`src/rtl/ff_exercise_sequencer.sv`:
```
// Stimulus sequencer for the lab SR and D flip-flop boards: walks the SR transition table,
// then toggles the D flop, checks each settled response and reports BUSY/DONE/PASS plus error info.
module ff_exercise_sequencer #(
    parameter int SETTLE_CYCLES = 2,
    parameter int D_STEPS       = 6
) (
    input  logic       CLK,
    input  logic       RST,
    input  logic       START,
    input  logic       Q_IN,
    input  logic       QBAR_IN,
    input  logic       P_IN,
    output logic       R,
    output logic       S,
    output logic       D,
    output logic       BUSY,
    output logic       DONE,
    output logic       PASS,
    output logic [3:0] ERR_COUNT,
    output logic [3:0] ERR_STEP
);

    typedef enum logic [2:0] {
        ST_IDLE,
        ST_APPLY,
        ST_WAIT,
        ST_CHECK,
        ST_FIN
    } state_t;

    localparam logic [3:0] LAST_STEP = 4'(8 + D_STEPS - 1);
    localparam logic [3:0] SETTLE    = 4'(SETTLE_CYCLES);

    // SR transition table, bit i belongs to step i
    localparam logic [7:0] SR_R_TAB = 8'b1110_0001;
    localparam logic [7:0] SR_S_TAB = 8'b1101_0100;
    localparam logic [7:0] SR_Q_TAB = 8'b0001_1100;

    state_t     state_q;
    logic [3:0] step_q;
    logic [3:0] cnt_q;
    logic       r_q, s_q, d_q;
    logic       busy_q, done_q, pass_q;
    logic [3:0] err_cnt_q;
    logic [3:0] err_step_q;

    logic       step_err_d;
    logic [3:0] err_cnt_d;

    // Steps 6 and 7 drive R=S=1, an illegal SR input, so they never flag an error
    always_comb begin
        step_err_d = 1'b0;
        if (step_q[3]) begin
            step_err_d = (P_IN != ~step_q[0]);
        end else if (step_q[2:1] != 2'b11) begin
            step_err_d = (Q_IN != SR_Q_TAB[step_q[2:0]]) || (Q_IN == QBAR_IN);
        end
    end

    assign err_cnt_d = (err_cnt_q == 4'hF) ? err_cnt_q : err_cnt_q + 4'd1;

    always_ff @(posedge CLK) begin
        if (RST) begin
            state_q    <= ST_IDLE;
            step_q     <= 4'd0;
            cnt_q      <= 4'd0;
            r_q        <= 1'b1;
            s_q        <= 1'b0;
            d_q        <= 1'b0;
            busy_q     <= 1'b0;
            done_q     <= 1'b0;
            pass_q     <= 1'b0;
            err_cnt_q  <= 4'd0;
            err_step_q <= 4'd0;
        end else begin
            case (state_q)
                ST_IDLE: begin
                    if (START) begin
                        err_cnt_q  <= 4'd0;
                        err_step_q <= 4'd0;
                        done_q     <= 1'b0;
                        pass_q     <= 1'b0;
                        busy_q     <= 1'b1;
                        step_q     <= 4'd0;
                        state_q    <= ST_APPLY;
                    end
                end
                ST_APPLY: begin
                    if (step_q[3]) begin
                        r_q <= 1'b1;
                        s_q <= 1'b0;
                        d_q <= ~step_q[0];
                    end else begin
                        r_q <= SR_R_TAB[step_q[2:0]];
                        s_q <= SR_S_TAB[step_q[2:0]];
                    end
                    cnt_q   <= SETTLE;
                    state_q <= ST_WAIT;
                end
                ST_WAIT: begin
                    cnt_q <= cnt_q - 4'd1;
                    if (cnt_q <= 4'd1) begin
                        state_q <= ST_CHECK;
                    end
                end
                ST_CHECK: begin
                    if (step_err_d) begin
                        err_cnt_q <= err_cnt_d;
                        if (err_cnt_q == 4'd0) begin
                            err_step_q <= step_q;
                        end
                    end
                    if (step_q == LAST_STEP) begin
                        state_q <= ST_FIN;
                    end else begin
                        step_q  <= step_q + 4'd1;
                        state_q <= ST_APPLY;
                    end
                end
                ST_FIN: begin
                    busy_q  <= 1'b0;
                    done_q  <= 1'b1;
                    pass_q  <= (err_cnt_q == 4'd0);
                    r_q     <= 1'b1;
                    s_q     <= 1'b0;
                    d_q     <= 1'b0;
                    state_q <= ST_IDLE;
                end
                default: state_q <= ST_IDLE;
            endcase
        end
    end

    assign R         = r_q;
    assign S         = s_q;
    assign D         = d_q;
    assign BUSY      = busy_q;
    assign DONE      = done_q;
    assign PASS      = pass_q;
    assign ERR_COUNT = err_cnt_q;
    assign ERR_STEP  = err_step_q;

endmodule

```
`config.mk`:
```
export PLATFORM = sky130hd
export DESIGN_NAME = ff_exercise_sequencer
export DESIGN_NICKNAME = d
export VERILOG_FILES = /design/src/rtl/ff_exercise_sequencer.sv
export SDC_FILE = /design/constraint.sdc
export NUM_CORES = 1
export LEC_CHECK = 0
export CAP_MARGIN = 20
export CELL_PAD_IN_SITES_DETAIL_PLACEMENT = 0
export CELL_PAD_IN_SITES_GLOBAL_PLACEMENT = 1
export CORE_ASPECT_RATIO = 0.9
export CORE_MARGIN = 2
export CORE_UTILIZATION = 25
export DETAILED_ROUTE_END_ITERATION = 12
export PLACE_DENSITY_LB_ADDON = 0.1
export SLEW_MARGIN = 20
export SYNTH_ARGS = -nofsm -noshare
export SYNTH_HDL_FRONTEND = slang
export SYNTH_SLANG_ARGS = --single-unit
```
`constraint.sdc`:
```
create_clock -name CLK -period 1.6 [get_ports CLK]
set_input_delay 0.32 -clock CLK [delete_from_list [all_inputs] [get_ports CLK]]
set_output_delay 0.32 -clock CLK [all_outputs]
set_load 0.01 [all_outputs]
```
==> results of run 1 <==
[area by class of cell]
class / instances / area [um2]
Timing Repair Buffer: 57 / 484
Inverter: 7 / 28.8
Sequential cell: 28 / 581
Multi-Input combinational cell: 129 / 973
Clock buffer: 3 / 41.3
Tap cell: 70 / 87.6
Clock inverter: 1 / 30.0
Fill cell: 582 / 3470
[logic make-up (layout without fill, tap and decap cells)]
| group | after synthesis | in the layout | share of synthesized area, % |
|---|---|---|---|
| AO/OA/AOI/OAI | 36 | 36 | 16.3 |
| XOR/XNOR | 3 | 3 | 1.78 |
| adder cells (fa/ha/maj) | 6 | 6 | 5.07 |
| buffers and inverters | 14 | 68 | 4.73 |
| flip-flops | 28 | 28 | 37.9 |
| multiplexers | 10 | 10 | 7.78 |
| AND/OR/NAND/NOR | 74 | 74 | 26.5 |
[cells in the final DEF, fill, tap and decap left out, types with 5 or more instances in the layout]
master           netlist  routed
nor2_1                19      17
ha_1                   6       5
o21ai_0                5       5
a21oi_1               15      15
clkdlybuf4s50_1        0      17
inv_1                  6       5
mux2i_1                7       7
nand2b_1               5       5
nand2_1               21      20
nor3_1                 6       6
buf_4                  2      37
dfxtp_1               28      20
[stage by stage]
step           hold WS [ns]  instance area [um2]  setup TNS [ns]  worst slack, ns  instances
6_report              0.472                 2230         -0.0705          -0.0705        295
5_1_grt               0.488                 2230          -0.165           -0.121        295
4_1_cts               0.477                 2080         -0.0886          -0.0848        288
3_5_place_dp          0.457                 1970           -3.29           -0.347        284
3_3_place_gp          0.450                 1970           -2.92           -0.336        284
2_1_floorplan         0.441                 1500         -0.0313          -0.0313        171
[layer usage]
metal / track usage, % / part of all wire [%] / wire, um / up-vias
met5: 0 / 0 / 0 / -
met4: 2.38 / 0.37 / 15 / 0
met3: 3.44 / 3.6 / 148 / 2
met2: 20.3 / 46 / 1890 / 26
met1: 18.2 / 49 / 2010 / 656
li1: - / - / - / 702
[power groups by stage]
| stage | Sequential (mW) | Clock (mW) | Combinational, mW |
|---|---|---|---|
| 6_report | 0.767 | 0.571 | 0.456 |
| 2_1_floorplan | 0.770 | 0 | 0.242 |
| 4_1_cts | 0.763 | 0.593 | 0.411 |
| 5_1_grt | 0.775 | 0.630 | 0.512 |
| 3_3_place_gp | 0.777 | 0 | 0.395 |
| 3_5_place_dp | 0.778 | 0 | 0.400 |
[repair_timing]
action                                  CTS  global route
endpoints found under the setup margin   14            15
pin swaps                                 2             5
setup buffers                             0             7
gates resized for setup                  12            19
[critical path: cells and delay by family, from the launching register on]
kind	cells	cell delay (ns)
flip-flops	1	0.39
adder cells (fa/ha/maj)	1	0.15
multiplexers	2	0.45
AND/OR/NAND/NOR	3	0.44
buffers and inverters	2	0.15
[worst max path at each step]
stage,startpoint,end,slack [ns],depth (start not counted)
4_1_cts,step_q[1]$_SDFFE_PP0N_,register,-0.08,8
6_report,step_q[1]$_SDFFE_PP0N_,register,-0.07,8
5_1_grt,step_q[1]$_SDFFE_PP0N_,register,-0.12,8
3_3_place_gp,START,register,-0.34,6
3_5_place_dp,QBAR_IN,ERR_STEP[3]$_SDFFE_PP0P_,-0.35,6
2_1_floorplan,step_q[1]$_SDFFE_PP0N_,register,-0.03,8
==> flow_metrics.tcl, run 1 <==
set metrics [dict create \
    critPathMaxFanout 4 \
    final_antenna_net_count 0 \
    insertion_delay_ns 0.28 \
    whs_path_depth 2 \
    die_y_um 77.0 \
    grt_use_total_pct 13.0 \
    clkSlewWorstSetupHoldPaths_ns 0.10 \
    setup_viol 1 \
    relSlewSlack_pct 71.6 \
    fmax_ghz 0.599 \
    wl_per_cell_um 13.8 \
    synth_area_leaders "dfxtp_1 (38%), nand2_1 (5.3%), a21oi_1 (5.1%)" \
    min_to "ERR_STEP[0]$_SDFFE_PP0P_" \
    numCtsBuffers 3 \
    synth_area_leader_cell "dfxtp_1" \
    slowest_stage "dfxtp_4" \
    power_switching_mw 0.490 \
    htreeDepth 1 \
    start_util_pct 26.0 \
    syn_inst 171 \
    port_buffers 19 \
    overflow 0 \
    drtIter0Drc 91 \
    ys_seq_area_share_pct 37.9 \
    cp_slowest_stage_delay_ns 0.39 \
    routed_via_density 4.70 \
    path_cells "inv_4 > ha_4 > and3_4 > or2_4 > mux2i_4 > inv_2 > nor2_4 > mux2_4" \
    grt_first_pass_wirelength_mm 6.87 \
    r2r-start "step_q[1]$_SDFFE_PP0N_" \
    fp.dieW_um 85.1 \
    route.detailed.drc 0 \
    fin_ws_ns -0.0705 \
    synth_edf_count 0 \
    syn_area_um2 1480 \
    drv_cap 0 \
    dr.pass1.iters 4 \
    antenna_found_initial 0 \
    finalHoldViolCount 0 \
    fin_util_pct 39.1 \
    tightest_slew_ns 0.425 \
    cts.sinks 28 \
    syn_avg_cell_area_um2 8.66 \
    rsz0062_at_grt "true" \
    p_int_mw 1.30 \
    core-area_um2 5690 \
    drive_above_1_share_pct 34.7 \
    finalWeightedCongestion 0.758 \
    synthArstFlopShare_pct 0 \
    power.share.switching_pct 27.3 \
    io-pin-count 20 \
    ys.flop_type "dfxtp_1" \
    tritoncts "yes" \
    p_leak_nw 0.882 \
    clk_path_buf_depth 2 \
    dp_hpwl_mm 3.13 \
    hold_path_startpoint "ERR_STEP[0]$_SDFFE_PP0P_" \
    hold_path.class "reg -> reg" \
    ir_drop_v 0.000377 \
    worst_r2r_path_depth 8 \
    synth_commonest_cells "dfxtp_1 (28), nand2_1 (21), nor2_1 (19)" \
    nNetsFinal 238 \
    status "finished with violations" \
    p_per_area_nw_per_um2 806 \
    die-area_um2 6550 \
    violations "negative setup slack" \
    synth-warning-count 0 \
    worstPathArrival_ns 1.85 \
    syn_nets 183 \
    grt_pass1_vias 1380 \
    grt_max_degree 17 \
    period_needed_ns 1.67 \
    power_frac_clock_pct 31.8 \
    p_total_mw 1.79 \
    synth_cell_types 48 \
    pwr-share-comb_pct 25.4 \
    maxSlewViolCount 0 \
    cts_hold_buffers 0 \
    placementRows 26 \
    period_share_pct 104 \
    pwr-share-seq_pct 42.7 \
    synth.top_cell.area_share_pct 37.9 \
    n_antenna_cell 0 \
    skew_ns 0.00541 \
    critPathKind "reg -> reg" \
    ff2ff_setup_slack_ns -0.07 \
    layout-area-overhead-vs-synth_pct 50.4 \
    vias 1386 \
    start_kind "register" \
    drt_wl_total_mm 4.07 \
    end_kind "register" \
    clockRootBuffer "clkbuf_8" \
    synth_most_common_cell "dfxtp_1" \
    critPathRequiredTime_ns 1.78 \
    ys_ff_latch 28 \
]
Note: power is estimated with default switching activity, not from simulation.
==> run 2: changes to the inputs <==
- ABC_AREA: default -> 0
- HOLD_SLACK_MARGIN: default -> 0.05
==> results of run 2 <==
The final DEF is identical to that of run 1; final timing and power are the same.
==> run 3: changes to the inputs <==
- RECOVER_POWER: default -> 50
==> results of run 3 <==
The final DEF is identical to that of run 1; final timing and power are the same.
